File: src/rtl/cc_cond_unit.sv
`default_nettype none
// +-----------------------------------------------------------------------+
// | Module   : cc_cond_unit                                               |
// | Purpose  : Y86 condition-code register, jXX/cmovXX evaluator, M-stage |
// |            pipeline register and taken-jump counter.                  |
// | Revision : 1.0 - initial release                                      |
// +-----------------------------------------------------------------------+
module cc_cond_unit #(
    parameter int CNT_W = 16
) (
    input  logic             clk,
    input  logic             rst_n,
    input  logic             e_valid,
    input  logic [3:0]       e_icode,
    input  logic [3:0]       e_ifun,
    input  logic [2:0]       alu_cc,
    input  logic             excp_in,
    input  logic             m_stall,
    input  logic             m_bubble,
    output logic [2:0]       cc,
    output logic             e_cnd,
    output logic             cond_illegal,
    output logic             m_valid,
    output logic [3:0]       m_icode,
    output logic             m_cnd,
    output logic [CNT_W-1:0] taken_cnt
);

    localparam logic [3:0] c_ICODE_CMOV = 4'd2;
    localparam logic [3:0] c_ICODE_OPQ  = 4'd6;
    localparam logic [3:0] c_ICODE_JXX  = 4'd7;
    localparam logic [2:0] c_CC_RESET   = 3'b100;
    localparam logic [CNT_W-1:0] c_CNT_ONE = {{(CNT_W-1){1'b0}}, 1'b1};

    logic [2:0]       r_cc;
    logic             r_m_valid;
    logic [3:0]       r_m_icode;
    logic             r_m_cnd;
    logic [CNT_W-1:0] r_taken_cnt;

    logic w_set_cc;
    logic w_zf;
    logic w_x;
    logic w_is_cond_op;
    logic w_cond_raw;
    logic w_cnt_inc;

    assign w_set_cc     = e_valid & (e_icode == c_ICODE_OPQ) & ~excp_in;
    assign w_zf         = r_cc[2];
    assign w_x          = r_cc[1] ^ r_cc[0];
    assign w_is_cond_op = (e_icode == c_ICODE_CMOV) | (e_icode == c_ICODE_JXX);

    // Condition is taken from the stored flags only; selectors above 6 never fire.
    always_comb begin
        w_cond_raw = 1'b0;
        case (e_ifun)
            4'd0:    w_cond_raw = 1'b1;
            4'd1:    w_cond_raw = w_x | w_zf;
            4'd2:    w_cond_raw = w_x;
            4'd3:    w_cond_raw = w_zf;
            4'd4:    w_cond_raw = ~w_zf;
            4'd5:    w_cond_raw = ~w_x;
            4'd6:    w_cond_raw = ~w_x & ~w_zf;
            default: w_cond_raw = 1'b0;
        endcase
    end

    assign e_cnd        = e_valid & w_is_cond_op & w_cond_raw;
    assign cond_illegal = e_valid & w_is_cond_op & (e_ifun > 4'd6);

    assign w_cnt_inc = e_valid & (e_icode == c_ICODE_JXX) & (e_ifun != 4'd0)
                     & e_cnd & ~m_stall & ~m_bubble;

    always_ff @(posedge clk or negedge rst_n) begin
        if (!rst_n) begin
            r_cc <= c_CC_RESET;
        end else if (w_set_cc) begin
            r_cc <= alu_cc;
        end
    end

    // Bubble takes priority over stall.
    always_ff @(posedge clk or negedge rst_n) begin
        if (!rst_n) begin
            r_m_valid <= 1'b0;
            r_m_icode <= 4'd0;
            r_m_cnd   <= 1'b0;
        end else if (m_bubble) begin
            r_m_valid <= 1'b0;
            r_m_icode <= 4'd0;
            r_m_cnd   <= 1'b0;
        end else if (!m_stall) begin
            r_m_valid <= e_valid;
            r_m_icode <= e_icode;
            r_m_cnd   <= e_cnd;
        end
    end

    always_ff @(posedge clk or negedge rst_n) begin
        if (!rst_n) begin
            r_taken_cnt <= '0;
        end else if (w_cnt_inc) begin
            r_taken_cnt <= r_taken_cnt + c_CNT_ONE;
        end
    end

    assign cc        = r_cc;
    assign m_valid   = r_m_valid;
    assign m_icode   = r_m_icode;
    assign m_cnd     = r_m_cnd;
    assign taken_cnt = r_taken_cnt;

endmodule
`default_nettype wire
File: config.mk
export PLATFORM = sky130hd
export DESIGN_NAME = cc_cond_unit
export DESIGN_NICKNAME = d
export VERILOG_FILES = /design/src/rtl/cc_cond_unit.sv
export SDC_FILE = /design/constraint.sdc
export NUM_CORES = 1
export LEC_CHECK = 0
export ABC_AREA = 1
export CORE_MARGIN = 5
export CORE_UTILIZATION = 39
export DETAILED_ROUTE_END_ITERATION = 6
export PLACE_DENSITY = 0.78
export SYNTH_ARGS = -nofsm -noshare
export SYNTH_HDL_FRONTEND = slang
export SYNTH_SLANG_ARGS = --single-unit
File: constraint.sdc
create_clock -name clk -period 3.1 [get_ports clk]
set_input_delay 0.775 -clock clk [delete_from_list [all_inputs] [get_ports clk]]
set_output_delay 0.775 -clock clk [all_outputs]
set_load 0.005 [all_outputs]
==> impl_metrics.sql, run 1 <==
INSERT INTO impl_metrics (metric_group, metric, value, unit) VALUES
('clocking', 'cts.htree.levels', '1', ''),
('finish', 'syn2layout_area_growth', '40.29', '%'),
('logic_synthesis', 'count_of_flip_flops_with_a_built_in_enable_after_synthesis', '0', ''),
('placed_design', 'place_hpwl', '2988', 'um'),
('hold_path', 'worst_hold_path_type', 'reg -> reg', ''),
('critical_path', 'crit_path_end_kind', 'output pin', ''),
('critical_path', 'crit_reg_reg_endpoint', 'taken_cnt[1]$_DFFE_PN0P_', ''),
('global_routing', 'wire_length_of_the_first_global_routing_pass', '6568', 'um'),
('route', 'via_count', '1685', ''),
('route', 'detailedRoute.firstIterationViolations', '94', ''),
('logic_synthesis', 'synth_commonest_cells', 'sky130_fd_sc_hd__nand2_1 (75), sky130_fd_sc_hd__inv_1 (29), sky130_fd_sc_hd__nand4_1 (25)', ''),
('power_and_ir_drop', 'pwr_density_cell', '308.3', 'mW/mm2'),
('power_and_ir_drop', 'clock_power_share', '0.307', ''),
('power_and_ir_drop', 'switching_share', '0.2656', ''),
('power_and_ir_drop', 'p_leak', '1.058', 'nW'),
('clocking', 'cts_tree', 'built', ''),
('logic_synthesis', 'synth_largest_type_area_fraction', '0.3883', ''),
('route', 'viasPerCell', '5.185', ''),
('job', 'cap_violations', '0', ''),
('floorplanning', 'die_height', '72.97', 'um'),
('floorplanning', 'die-width', '72.97', 'um'),
('sta', 'hold_slack', '490.1', 'ps'),
('power_and_ir_drop', 'relative_contribution_of_sequential_cells_to_total_power', '0.518', ''),
('sta', 'timing.final.setup_violations', '0', ''),
('sta', 'fin_setup_tns', '0', 'ps'),
('critical_path', 'crit_path_top_delay_cell', 'sky130_fd_sc_hd__clkdlybuf4s50_1', ''),
('sta', 'rsz0062_at_grt', 'false', ''),
('critical_path', 'cp.required', '2320', 'ps'),
('finish', 'insertedDiodeCount', '0', ''),
('global_routing', 'grt_start_max_net_pins', '26', ''),
('hold_path', 'min-delay-start', 'm_icode[2]$_DFFE_PN0P_', ''),
('power_and_ir_drop', 'power.ir.vdd_worst', '0.0002123', 'V'),
('sta', 'timing.max_slew.rel_slack', '0.6390', ''),
('critical_path', 'worst_r2r_path_depth', '10', ''),
('route', 'routed_wl', '3998', 'um'),
('route', 'wl_per_cell', '12.30', 'um'),
('critical_path', 'regToRegStartpoint', 'cc[2]$_DFFE_PN1P_', ''),
('clocking', 'clk_pin_slew_worst_paths', '90', 'ps'),
('placed_design', 'gp_routability_congestion', '0.8524', ''),
('critical_path', 'crit_path_max_fanout', '3', ''),
('finish', 'final_util', '0.5795', ''),
('placed_design', 'buffer_ports.inserted', '43', ''),
('critical_path', 'timing.setup.critical_path_class', 'in -> out', ''),
('critical_path', 'critical_path_buf_inv_count', '3', ''),
('critical_path', 'worst-endpoint-arrival', '2190', 'ps'),
('route', 'remaining_drc_errors', '0', ''),
('global_routing', 'grt.total_usage', '0.1552', ''),
('logic_synthesis', 'netlist-cell-type-count', '27', ''),
('floorplanning', 'core.rowCount', '22', ''),
('logic_synthesis', 'ys_seq_area_frac', '0.4053', ''),
('power_and_ir_drop', 'cellInternalPower', '0.0004912', 'W'),
('critical_path', 'worst_setup_path_start_kind', 'primary input', ''),
('outcome', 'outcome', 'finished, final reports clean', ''),
('power_and_ir_drop', 'p_sw', '0.0001776', 'W'),
('logic_synthesis', 'post_synth_inst_count', '221', ''),
('global_routing', 'antenna_found_initial', '0', ''),
('logic_synthesis', 'ys_dominant_reg_cell', 'sky130_fd_sc_hd__dfrtp_1', ''),
('floorplanning', 'initial_utilization', '0.4131', ''),
('logic_synthesis', 'syn-num-nets', '239', ''),
('logic_synthesis', 'synthMostInstantiatedCell', 'sky130_fd_sc_hd__nand2_1', ''),
('route', 'drt-pass1-iter-count', '4', ''),
('clocking', 'root_buffer', 'sky130_fd_sc_hd__clkbuf_8', ''),
('finish', 'nFillCells', '369', ''),
('critical_path', 'reg2reg_setup_slack', '1270', 'ps'),
('logic_synthesis', 'synth_largest_area_cell', 'sky130_fd_sc_hd__dfrtp_1', ''),
('logic_synthesis', 'synth-warning-count', '0', ''),
('logic_synthesis', 'synth_area', '0.001546', 'mm2'),
('hold_path', 'whs_endpoint', 'm_icode[2]$_DFFE_PN0P_', ''),
('hold_path', 'worstHoldPathCells', '2', ''),
('critical_path', 'critical_path.cell_chain', 'clkdlybuf4s50_1, inv_2, nor2_1, nand3_1, o21ai_2, nand2_2, a211oi_1, dlygate4sd2_1', ''),
('clocking', 'cts_setup_buffers', '0', '');
## stage by stage
step	std cells	worst slack [ps]	instance area, um2	total power (W)
after floorplan	221	818.1	1546	0.0003949
after global placement	321	-148.4	2117	0.0004690
after detailed placement	321	-173.7	2117	0.0004713
after CTS	325	99.06	2166	0.0006724
after global routing	325	11.64	2170	0.0006985
final	325	137.4	2170	0.0006689
## layout by cell type, fill, tap and decap left out, drive strengths merged
| cell | n |
|---|---|
| clkdlybuf4s50 | 41 |
| dlygate4sd2 | 2 |
| nor2 | 22 |
| xor2 | 3 |
| nand2 | 76 |
| a211oi | 1 |
| nand3b | 2 |
| dfrtp | 24 |
| ha | 1 |
| dfstp | 1 |
| clkbuf | 3 |
| o21ai | 2 |
| inv | 30 |
| o31ai | 2 |
| clkinvlp | 1 |
| xnor2 | 1 |
| nand3 | 12 |
| nand4 | 25 |
| a21oi | 4 |
| clkinv | 1 |
| buf | 15 |
| nor3 | 8 |
## registers in the layout (all words and copies together) (netlist names)
register	cells
cc	3
m_icode	4
m_valid	1
m_cnd	1
taken_cnt	16
## timing repair
item,4_1_cts,5_1_grt
resized for setup,3,1
setup endpoints to repair,2,1
cloned,0,0
## metal layers
metal,track usage,wire [um],share of wire
met5,0,0,0
met4,0.06762,68,0.017
met3,0.02342,260,0.065
met2,0.2515,1930,0.48
met1,0.2044,1738,0.43
## power by group through the flow
| stage | sequential, W | combinational (W) | clock [W] |
|---|---|---|---|
| CTS | 0.000347 | 0.000118 | 0.000207 |
| detailed placement | 0.000353 | 0.000118 | 0 |
| finish | 0.000347 | 0.000117 | 0.000205 |
| global placement | 0.000353 | 0.000116 | 0 |
| global route | 0.000350 | 0.000130 | 0.000219 |
| floorplan | 0.000354 | 0.0000413 | 0 |
## final cells by class
cell class                 count  area, um2  share of cell area
clock buffer                   3      41.29             0.01903
clock inverter                 1      7.507            0.003460
inverter                      31      116.4             0.05363
multi-input combinational    159      777.0              0.3581
sequential                    25      626.9              0.2889
tap                           48      60.06             0.02768
timing repair buffer          58      540.5              0.2491
## cells by family after synthesis
family          after synthesis  synth area share
buf+inv                      37           0.09950
xor+xnor                      4           0.02266
simple gates                145            0.4304
fa+ha+maj                     1          0.008089
compound gates                9           0.03397
flops                        25            0.4053
## how the worst max path moves through the flow
stage	slack, ps	start	end	depth (start not counted)
2_1_floorplan	820	e_icode[2]	e_cnd	7
3_3_place_gp	-150	e_icode[1]	cond_illegal	8
3_5_place_dp	-170	e_icode[2]	cond_illegal	8
4_1_cts	100	e_icode[2]	cond_illegal	8
5_1_grt	10	e_icode[1]	cond_illegal	8
6_report	140	e_icode[2]	cond_illegal	8
## worst register-to-register path, delay by kind of cell (launching register included)
| kind | cells | cell delay, ps |
|---|---|---|
| simple gates | 8 | 970 |
| flops | 1 | 570 |
| buf+inv | 2 | 210 |
No activity file was read; power rests on OpenSTA's default activity.
==> inputs of run 2 (changes only) <==
--- a/config.mk
+++ b/config.mk
@@ -6,10 +6,12 @@
 export NUM_CORES = 1
 export LEC_CHECK = 0
 export ABC_AREA = 1
+export CELL_PAD_IN_SITES_DETAIL_PLACEMENT = 0
+export CELL_PAD_IN_SITES_GLOBAL_PLACEMENT = 2
 export CORE_MARGIN = 5
-export CORE_UTILIZATION = 39
+export CORE_UTILIZATION = 27
 export DETAILED_ROUTE_END_ITERATION = 6
-export PLACE_DENSITY = 0.78
+export PLACE_DENSITY = 0.94
 export SYNTH_ARGS = -nofsm -noshare
 export SYNTH_HDL_FRONTEND = slang
 export SYNTH_SLANG_ARGS = --single-unit
==> run 2 against run 1 <==
- register-to-register slack better by 80 ps
- setup slack worse by 22 ps
- combinational power hardly changed
- critical path type unchanged
- sequential power hardly changed
==> impl_metrics.sql, run 2 (same netlist as run 1, synthesis figures left out) <==
INSERT INTO impl_metrics (metric_group, metric, value, unit) VALUES
('clocking', 'worstSkewPairLatency', '280', 'ps'),
('finish', 'layout.cells.most_common', 'sky130_fd_sc_hd__nand2_1', ''),
('floorplanning', 'die_height', '85.68', 'um'),
('critical_path', 'timing.setup.critical_path_class', 'in -> out', ''),
('placed_design', 'buffer_ports.inserted', '43', ''),
('outcome', 'outcome', 'finished, final reports clean', ''),
('finish', 'syn2layout_area_growth', '43.45', '%'),
('route', 'remaining_drc_errors', '0', ''),
('clocking', 'cts_inserted_buffers', '3', ''),
('sta', 'timing.final.setup_violations', '0', ''),
('critical_path', 'cp.required', '2320', 'ps'),
('route', 'viasPerCell', '4.553', ''),
('sta', 'report.final.slew_viol_count', '0', ''),
('sta', 'fin_setup_tns', '0', 'ps'),
('clocking', 'cts.htree.levels', '1', ''),
('placed_design', 'detailedPlace.worstSlack', '-187.9', 'ps'),
('floorplanning', 'core_box_area', '0.005540', 'mm2'),
('finish', 'layout.cells.most_common_list', 'sky130_fd_sc_hd__nand2_1 (75), sky130_fd_sc_hd__clkdlybuf4s50_1 (41), sky130_fd_sc_hd__inv_1 (29)', ''),
('critical_path', 'crit_path_max_fanout', '3', ''),
('global_routing', 'antenna_found_initial', '0', ''),
('sta', 'finalCritPeriodShare', '0.9627', ''),
('floorplanning', 'area_enclosed_by_the_die_boundary', '0.007341', 'mm2'),
('clocking', 'number_of_clock_sinks_seen_by_cts', '25', ''),
('job', 'cap_violations', '0', ''),
('global_routing', 'grt_pass1_vias', '1605', ''),
('sta', 'hold_violations', '0', ''),
('hold_path', 'worst_hold_path_type', 'reg -> reg', ''),
('floorplanning', 'core.rowCount', '27', ''),
('critical_path', 'worst-endpoint-arrival', '2210', 'ps'),
('finish', 'nFillCells', '601', ''),
('critical_path', 'crit_path_end_kind', 'output pin', ''),
('power_and_ir_drop', 'p_leak', '1.070', 'nW'),
('hold_path', 'min-delay-start', 'm_icode[3]$_DFFE_PN0P_', ''),
('floorplanning', 'top_level_ports', '44', ''),
('clocking', 'cts_tree', 'built', ''),
('clocking', 'number_of_buffers_added_to_fix_hold_violations_after_cts', '0', ''),
('finish', 'final_nets', '298', ''),
('clocking', 'clockBufferDepth', '2', ''),
('finish', 'share_of_layout_cells_above_drive_strength_1', '0.1111', ''),
('finish', 'largest_reg_flops', '16', ''),
('finish', 'insertedDiodeCount', '0', ''),
('route', 'wl_per_cell', '12.12', 'um'),
('route', 'drt-pass1-iter-count', '4', ''),
('sta', 'postLayoutSetupSlackWorst', '115.6', 'ps'),
('sta', 'timing.max_slew.rel_slack', '0.7654', ''),
('critical_path', 'crit_start', 'e_icode[1]', ''),
('route', 'routed_wl', '4254', 'um'),
('global_routing', 'wire_length_of_the_first_global_routing_pass', '7479', 'um'),
('floorplanning', 'die-width', '85.68', 'um'),
('route', 'detailedRoute.firstIterationViolations', '105', ''),
('placed_design', 'place_hpwl', '3272', 'um'),
('global_routing', 'globalRoute.totalOverflow', '0', ''),
('sta', 'fmax', '335.1', 'MHz'),
('placed_design', 'gp_routability_congestion', '0.8142', ''),
('sta', 'period_needed', '2984', 'ps'),
('critical_path', 'worst_setup_path_start_kind', 'primary input', ''),
('critical_path', 'regToRegStartpoint', 'cc[2]$_DFFE_PN1P_', ''),
('route', 'antenna_violating_nets_left', '0', ''),
('route', 'via_count', '1598', ''),
('clocking', 'clk_pin_slew_worst_paths', '90', 'ps'),
('global_routing', 'grt.total_usage', '0.1238', ''),
('sta', 'worstMarginPinSlew', '349.9', 'ps'),
('power_and_ir_drop', 'pwr_density_cell', '301.4', 'mW/mm2'),
('clocking', 'root_buffer', 'sky130_fd_sc_hd__clkbuf_8', ''),
('global_routing', 'grt_start_max_net_pins', '26', ''),
('sta', 'clock_skew', '9.142', 'ps'),
('clocking', 'cts_setup_buffers', '0', ''),
('floorplanning', 'initial_utilization', '0.2791', ''),
('finish', 'final_util', '0.4004', ''),
('power_and_ir_drop', 'power.ir.vdd_worst', '0.0001288', 'V'),
('sta', 'rsz0062_at_grt', 'false', '');
run 2: layer usage:
layer  part of all wire  up-vias  track usage
met5                  0        -            0
met4              0.016        0      0.04604
met3              0.044        5      0.01825
met2               0.45       33       0.1970
met1               0.48      725       0.1697
li1                   -      835            -
run 2: worst max-delay path, cell delays in order:
cell and delay (ps):
sky130_fd_sc_hd__clkdlybuf4s50_1 480, sky130_fd_sc_hd__inv_1 60, sky130_fd_sc_hd__nor2_1 130, sky130_fd_sc_hd__nand2_1 80
sky130_fd_sc_hd__o21ai_2 120, sky130_fd_sc_hd__nand2_2 100, sky130_fd_sc_hd__a211oi_1 200, sky130_fd_sc_hd__dlygate4sd2_1 270
run 2: power breakdown:
part	internal, W	switching (W)
sequential	0.000339	0.00000822
clock	0.0000921	0.000110
combinational	0.0000623	0.0000577
total	0.000493	0.000175
run 2: what timing repair did:
action                                  CTS  global route
endpoints found under the setup margin    2             0
hold endpoints to repair                  0             0
gates resized for setup                   6             0
run 2: per-stage QoR:
stage          area, um2  total power (W)  instances  hold slack (ps)
2_1_floorplan       1546        0.0003949        221            465.4
3_3_place_gp        2162        0.0004728        347            455.7
3_5_place_dp        2162        0.0004736        347            460.1
4_1_cts             2218        0.0006763        351            482.4
5_1_grt             2218        0.0007049        351            509.5
6_report            2218        0.0006687        351            478.4
run 2: area by class of cell:
cell class / count / area, um2 / area share
multi-input cells: 159 / 784.5 / 0.3536
flip-flops and latches: 25 / 626.9 / 0.2826
repair buffers: 60 / 555.5 / 0.2504
inverters: 31 / 116.4 / 0.05245
well taps: 72 / 90.09 / 0.04061
clock buffers: 4 / 45.04 / 0.02030
run 2: worst paths after layout:
kind / endpoint / slack, ps / depth (start not counted)
max in group asynchronous: cc[2]$_DFFE_PN1P_ / 1930 / 2
setup reg to reg: taken_cnt[14]$_DFFE_PN0P_ / 1350 / 10
min in group asynchronous: taken_cnt[14]$_DFFE_PN0P_ / 860 / 2
setup / recovery: cond_illegal / 120 / 8
hold reg to reg: m_icode[3]$_DFFE_PN0P_ / 480 / 2
hold / removal: m_icode[3]$_DFFE_PN0P_ / 480 / 2
